### config.mk
export PLATFORM = sky130hd
export DESIGN_NAME = spi_master_flat
export DESIGN_NICKNAME = d
export VERILOG_FILES = /design/src/rtl/spi_if.sv /design/src/rtl/spi_master.sv /design/src/flat_wrapper.sv
export SDC_FILE = /design/constraint.sdc
export NUM_CORES = 1
export LEC_CHECK = 0
export CAP_MARGIN = 0
export CORE_ASPECT_RATIO = 0.8
export CORE_MARGIN = 2
export CORE_UTILIZATION = 50
export DETAILED_ROUTE_END_ITERATION = 7
export GPL_TIMING_DRIVEN = 0
export HOLD_SLACK_MARGIN = 0.08
export PLACE_DENSITY = 0.74
export SLEW_MARGIN = 20
export SYNTH_ARGS = -nofsm -noshare
export SYNTH_HDL_FRONTEND = slang
export SYNTH_SLANG_ARGS = --single-unit
### constraint.sdc
create_clock -name clk -period 2.22 [get_ports clk]
set_input_delay 0.222 -clock clk [delete_from_list [all_inputs] [get_ports clk]]
set_output_delay 0.222 -clock clk [all_outputs]
set_load 0.01 [all_outputs]
### src/rtl/spi_if.sv
// Request/status and SPI pin bundle for spi_master.
// The master modport is the engine side; the slave modport is the requesting/observing side.
interface spi_if #(
    parameter int DATA_W = 4
);
    logic              start;
    logic [DATA_W-1:0] data_in;
    logic              busy;
    logic              done;
    logic              sclk;
    logic              mosi;
    logic              ss;

    modport master (
        input  start,
        input  data_in,
        output busy,
        output done,
        output sclk,
        output mosi,
        output ss
    );

    modport slave (
        output start,
        output data_in,
        input  busy,
        input  done,
        input  sclk,
        input  mosi,
        input  ss
    );
endinterface

### src/rtl/spi_master.sv
// SPI mode-3 (CPOL=1, CPHA=1) master: one DATA_W-bit word per frame, MSB first,
// with a lead-in half period before the first falling edge and a gap after the frame.
module spi_master #(
    parameter int DATA_W  = 4,
    parameter int CLK_DIV = 2
) (
    input  logic clk,
    input  logic rst,
    spi_if.master bus
);
    localparam int DIV_W = (CLK_DIV > 1) ? $clog2(CLK_DIV) : 1;
    localparam int BIT_W = (DATA_W > 1) ? $clog2(DATA_W) : 1;
    localparam logic [DIV_W-1:0] DIV_LAST = DIV_W'(CLK_DIV - 1);
    localparam logic [BIT_W-1:0] BIT_LAST = BIT_W'(DATA_W - 1);

    typedef enum logic [1:0] {
        IDLE,
        LEAD,
        SHIFT,
        GAP
    } state_t;

    state_t            state_reg, state_next;
    logic [DIV_W-1:0]  div_reg, div_next;
    logic [BIT_W-1:0]  bit_reg, bit_next;
    logic [DATA_W-1:0] shift_reg, shift_next;
    logic              high_half_reg, high_half_next;
    logic              ss_reg, ss_next;
    logic              sclk_reg, sclk_next;
    logic              mosi_reg, mosi_next;
    logic              busy_reg, busy_next;
    logic              done_reg, done_next;

    logic              div_end;
    logic [DATA_W-1:0] shifted;

    assign div_end = (div_reg == DIV_LAST);
    assign shifted = shift_reg << 1;

    always_ff @(posedge clk) begin
        if (rst) begin
            state_reg     <= IDLE;
            div_reg       <= '0;
            bit_reg       <= '0;
            shift_reg     <= '0;
            high_half_reg <= 1'b0;
            ss_reg        <= 1'b1;
            sclk_reg      <= 1'b1;
            mosi_reg      <= 1'b0;
            busy_reg      <= 1'b0;
            done_reg      <= 1'b0;
        end else begin
            state_reg     <= state_next;
            div_reg       <= div_next;
            bit_reg       <= bit_next;
            shift_reg     <= shift_next;
            high_half_reg <= high_half_next;
            ss_reg        <= ss_next;
            sclk_reg      <= sclk_next;
            mosi_reg      <= mosi_next;
            busy_reg      <= busy_next;
            done_reg      <= done_next;
        end
    end

    always_comb begin
        state_next     = state_reg;
        div_next       = div_reg;
        bit_next       = bit_reg;
        shift_next     = shift_reg;
        high_half_next = high_half_reg;
        ss_next        = ss_reg;
        sclk_next      = sclk_reg;
        mosi_next      = mosi_reg;
        busy_next      = busy_reg;
        done_next      = 1'b0;

        case (state_reg)
            IDLE: begin
                if (bus.start) begin
                    state_next     = LEAD;
                    shift_next     = bus.data_in;
                    div_next       = '0;
                    bit_next       = '0;
                    high_half_next = 1'b0;
                    ss_next        = 1'b0;
                    busy_next      = 1'b1;
                end
            end
            LEAD: begin
                if (div_end) begin
                    state_next     = SHIFT;
                    div_next       = '0;
                    sclk_next      = 1'b0;
                    mosi_next      = shift_reg[DATA_W-1];
                    high_half_next = 1'b0;
                end else begin
                    div_next = div_reg + 1'b1;
                end
            end
            SHIFT: begin
                if (!div_end) begin
                    div_next = div_reg + 1'b1;
                end else begin
                    div_next = '0;
                    if (!high_half_reg) begin
                        sclk_next      = 1'b1;
                        high_half_next = 1'b1;
                    end else begin
                        // Bit finished: advance the word and either fall again or close the frame.
                        shift_next     = shifted;
                        high_half_next = 1'b0;
                        if (bit_reg == BIT_LAST) begin
                            state_next = GAP;
                            bit_next   = '0;
                            ss_next    = 1'b1;
                            mosi_next  = 1'b0;
                            done_next  = 1'b1;
                        end else begin
                            bit_next  = bit_reg + 1'b1;
                            sclk_next = 1'b0;
                            mosi_next = shifted[DATA_W-1];
                        end
                    end
                end
            end
            GAP: begin
                // The done cycle is the first gap cycle; start is not sampled here.
                if (div_end) begin
                    state_next = IDLE;
                    div_next   = '0;
                    busy_next  = 1'b0;
                end else begin
                    div_next = div_reg + 1'b1;
                end
            end
            default: begin
                state_next = IDLE;
            end
        endcase
    end

    assign bus.ss   = ss_reg;
    assign bus.sclk = sclk_reg;
    assign bus.mosi = mosi_reg;
    assign bus.busy = busy_reg;
    assign bus.done = done_reg;
endmodule

### src/flat_wrapper.sv
// flat-port wrapper written by rule: the top's interface ports become plain ports
module spi_master_flat 
#(
    parameter int DATA_W  = 4,
    parameter int CLK_DIV = 2
)
  (clk, rst, bus_start, bus_data_in, bus_busy, bus_done, bus_sclk, bus_mosi, bus_ss);
  spi_if #(.DATA_W(DATA_W)) bus_i ();
  input  logic clk;
  input  logic rst;
  input wire logic [$bits(bus_i.start)-1:0] bus_start;
  input wire logic [$bits(bus_i.data_in)-1:0] bus_data_in;
  output wire logic [$bits(bus_i.busy)-1:0] bus_busy;
  output wire logic [$bits(bus_i.done)-1:0] bus_done;
  output wire logic [$bits(bus_i.sclk)-1:0] bus_sclk;
  output wire logic [$bits(bus_i.mosi)-1:0] bus_mosi;
  output wire logic [$bits(bus_i.ss)-1:0] bus_ss;
  assign bus_i.start = bus_start;
  assign bus_i.data_in = bus_data_in;
  assign bus_busy = bus_i.busy;
  assign bus_done = bus_i.done;
  assign bus_sclk = bus_i.sclk;
  assign bus_mosi = bus_i.mosi;
  assign bus_ss = bus_i.ss;
  spi_master #(.DATA_W(DATA_W), .CLK_DIV(CLK_DIV)) u_core (.clk(clk), .rst(rst), .bus(bus_i));
endmodule
==> Word level (Yosys, flattened, before mapping) <==
Cells that the tools add are included.
{ "word_totals": {"reg_bits": 15, "wordCells": 79, "inputBits": 7, "output_inout_bits": 5} }
{ "classes": {"n_bitwise": 3, "n_eq_ne": 11, "muxes": 39, "n_addsub": 2, "reduce_logical": 14} }
{ "op_table": {"columns": ["cell", "n"], "rows": [
  ["$mux 2", 10],
  ["$mux 1", 17],
  ["$reduce_and 4->1", 4],
  ["$mux 4", 3],
  ["$ne 2x1->1 const B", 5],
  ["$pmux 1 s2", 5],
  ["$pmux 2 s4", 1],
  ["$pmux 4 s2", 1],
  ["$eq 2x2->1 const B", 3],
  ["$reduce_and 6->1", 1],
  ["$reduce_bool 2->1", 3],
  ["$reduce_and 5->1", 1],
  ["$pmux 2 s2", 1],
  ["$reduce_or 4->1", 1],
  ["$ne 3x3->1 const B", 1],
  ["$not 1->1", 3],
  ["$pmux 1 s3", 1],
  ["$reduce_and 3->1", 1],
  ["$reduce_bool 3->1", 1],
  ["$reduce_or 3->1", 1],
  ["$add 2x1->2 const B", 1],
  ["$eq 2x1->1 const B", 1],
  ["$logic_not 2->1", 1],
  ["$ne 2x2->1 const B", 1],
  ["$add 1x1->1 const B", 1]
]} }

==> Longest topological paths before layout <==
{ "logic_depth": {"depth_word": 5, "depth_mapped": 8, "depth_no_buf": 6} }

==> Least setup slack after synthesis <==
No wires, ideal clock.
{ "synth_path": {"path_type": "reg2reg", "start": "register u_core.state_reg[0]", "end": "register u_core.bit_reg[0]", "path_buffers": 2, "setup_time_ns": 0.128, "arrival_time_ns": 1.553, "path_slack_ns": 0.540, "synth_period_minus_slack_ns": 1.680, "t_required_ns": 2.092, "stages_incl_launch_ff": 9, "path_cell_list": "dfxtp_1 -> inv_1 -> ha_1 -> buf_2 -> and2b_2 -> nor3_2 -> buf_4 -> mux2i_1 -> nor2_1"} }
{ "synth_via": {"elab_chain_cells": 3, "word_cells_on_any_way": 8, "classes_between": "eq/ne (4); mux (1); reduce/logical (3)"} }
{ "synth_lines": {"columns": ["element", "line_no", "text"], "rows": [
  ["start, declared", "spi_master.sv:23", "state_t state_reg, state_next;"],
  ["start signal, assigned", "spi_master.sv:53", "state_reg <= state_next;"],
  ["$eq 2x2->1 / $logic_not 2->1 (equally long branches)", "spi_master.sv:78", "case (state_reg)"],
  ["$ne 2x1->1 (no line) (tied with other cells)", null, null],
  ["$reduce_and 4->1 (no line)", null, null],
  ["end signal, assigned", "spi_master.sv:55", "bit_reg <= bit_next;"],
  ["end, declared", "spi_master.sv:25", "logic [BIT_W-1:0] bit_reg, bit_next;"]
]} }
Parallel ways exist; a longest one is shown, timed or not.
A chain may end at the register's enable or synchronous reset.

==> Worst setup path after layout <==
Same ends and word-level chain as after synthesis.

==> results.ini <==
[cts]
cts_tree = done
cts.repair.resized = 0
htreeDepth = 1
root_buffer = clkbuf_4
clkTransAtPathRegs_ps = 90
cts_setup_buffers = 0
clock_latency_ps = 280
cts_buffers = 3
hold_buffers = 0
clk_path_buf_depth = 2
numClockSinks = 15

[die]
dieWidth_um = 50.4
ios = 12
die-area_um2 = 2070
row_count = 13
chipHeight_um = 41.1
initial_core_util_pct = 52.8
coreArea_um2 = 1630

[pwr]
p_int_uw = 778
irDropWorstVdd_mv = 0.650
p_sw_share_pct = 39.9
cellPowerDensity_nw_per_um2 = 1280
clkPwrFrac_pct = 12.0
seq_power_share_pct = 31.9
p_sw_uw = 517
pwr-share-comb_pct = 56.1
leakagePower_uw = 0.000405

[sta]
finalHoldViolCount = 0
rsz0062_at_grt = no
setup_viol = 0
setup_ws_ps = 338
hold_ws_ps = 327
period_share_pct = 84.8
fmax_mhz = 531
fin_skew_ps = 2.73
fin_tns_setup_ps = 0
period_needed_ps = 1880
finalMaxSlewViolations = 0
tightest_slew_ps = 461
slew_headroom_pct = 69.2

[global_route]
grt.overflow.total = 0
grt_pass1_wl_um = 2580
antenna_found_initial = 0
grt_max_degree = 11
grt_pass1_vias = 554
grtUsageTotal_pct = 17.4

[placement]
place_area_um2 = 987
placedCellCount = 125
dpl.hpwl_um = 1170
place_congestion = 0.804
portBuffers = 10
dp_slack_ps = 365

[cells_and_area]
finish.net_count = 123
multi_input_area_um2 = 508
postLayoutCellArea_um2 = 1010
nFillCells = 150
regArea_um2 = 300
drive_gt1_share_pct = 12.1
fin_cells = 129
num_antenna_cells = 0
largest_register_ffs = 4
syn2layout_area_growth_pct = 18.0

[route]
drc = 0
drt_iter0_markers = 9
wl_per_cell_um = 12.0
num_vias = 670
ant_nets = 0
vias_per_cell = 5.19
detail_route.first_pass.iterations = 4
drt-total-wl_um = 1550

[yosys]
synth_top_area_share_pct = 34.9
synth_area_um2 = 860
ys.flop_type = dfxtp_1
synth_edf_count = 0
yosys-top-cells-area = dfxtp_1 35%, ha_1 12%, mux2i_1 9.3%
syn_nets = 108
synth_most_common_cell = dfxtp_1
yosysSeqAreaShare_pct = 34.9
syn_inst = 93
ys_ff_latch = 15
yosysUniqueCellTypes = 27
ys_warn_count = 0
synth_area_leader_cell = dfxtp_1
synth.avg_cell_area_um2 = 9.24
yosys-top-cells-count = 15 x dfxtp_1, 13 x nor2_1, 8 x ha_1, 8 x mux2i_1, 7 x a21oi_1
synth-async-reset-ratio_pct = 0

[critical_path]
start_kind = flop
cp.required_ps = 2380
criticalPathCategory = flop to flop
cp.arrival_ps = 2050
crit_fanout = 10
end_kind = flop

[min_path]
hold_path_class = input port to flop

[run_status]
outcome = finished, final reports clean

[job]
maxCapViolations = 0

routing by layer:
layer,wire [um],vias up,GRT usage [%]
li1,-,358,-
met1,751,291,21.5
met2,689,19,30.6
met3,99,2,5.47
met4,6,0,4.05
met5,0,-,0
cell usage in the layout, fill, tap and decap left out, types with 2 or more instances in the layout:
master / count
nand2b_1: 3
mux2i_1: 8
nand3_1: 2
a2bb2oi_1: 2
clkbuf_4: 3
a211oi_1: 5
nor2b_1: 2
inv_1: 4
dfxtp_1: 15
clkdlybuf4s50_1: 10
nor3_1: 5
ha_1: 8
nand2_1: 4
buf_2: 2
a21oi_1: 7
nor2_1: 13
path summary, 6_finish.rpt:
check / from / endpoint / slack [ps] / cells after the start
max: u_core.state_reg[0] / u_core.bit_reg[0] / 340 / 8
min: rst / u_core.bus.mosi / 330 / 2
max reg2reg: u_core.state_reg[0] / u_core.bit_reg[0] / 340 / 8
min reg2reg: u_core.shift_reg[0] / u_core.shift_reg[0] / 480 / 2
metrics by stage:
step	total power (uW)	util, %
global route	1410	62.4
global placement	1120	60.7
finish	1300	62.4
detailed placement	1150	60.7
CTS	1300	62.4
floorplan	982	-
critical path, cell delays in order, from the launching register on:
cell and delay (ps):
dfxtp_1 420, inv_1 120, ha_1 200, buf_2 180
and2b_2 210, nor3_2 180, buf_4 200, mux2i_1 190
nor2_1 50
power by group through the flow:
| stage | Sequential (uW) | Clock, uW | Combinational (uW) |
|---|---|---|---|
| after CTS | 415 | 161 | 728 |
| after global placement | 418 | 0 | 706 |
| after detailed placement | 421 | 0 | 725 |
| after global routing | 428 | 171 | 806 |
| after floorplan | 418 | 0 | 564 |
| final | 413 | 156 | 726 |
cell type report:
class                   count  area share (%)
plain buffers               6            3.58
clock buffers               3            2.22
clock inverters             1           0.493
inverters                   4            1.48
multi-input cells          68            50.1
flip-flops and latches     15            29.6
well taps                  22            2.71
repair buffers             10            9.86
cells by family after synthesis:
family                   count (synthesis)  synth area share (%)
buffers and inverters                   10                  5.97
multiplexers                             9                  10.6
AND/OR/NAND/NOR                         32                  18.2
flip-flops                              15                  34.9
AO/OA/AOI/OAI                           19                  18.6
adder cells (fa/ha/maj)                  8                  11.6
Power figures use the tool's default switching activity.
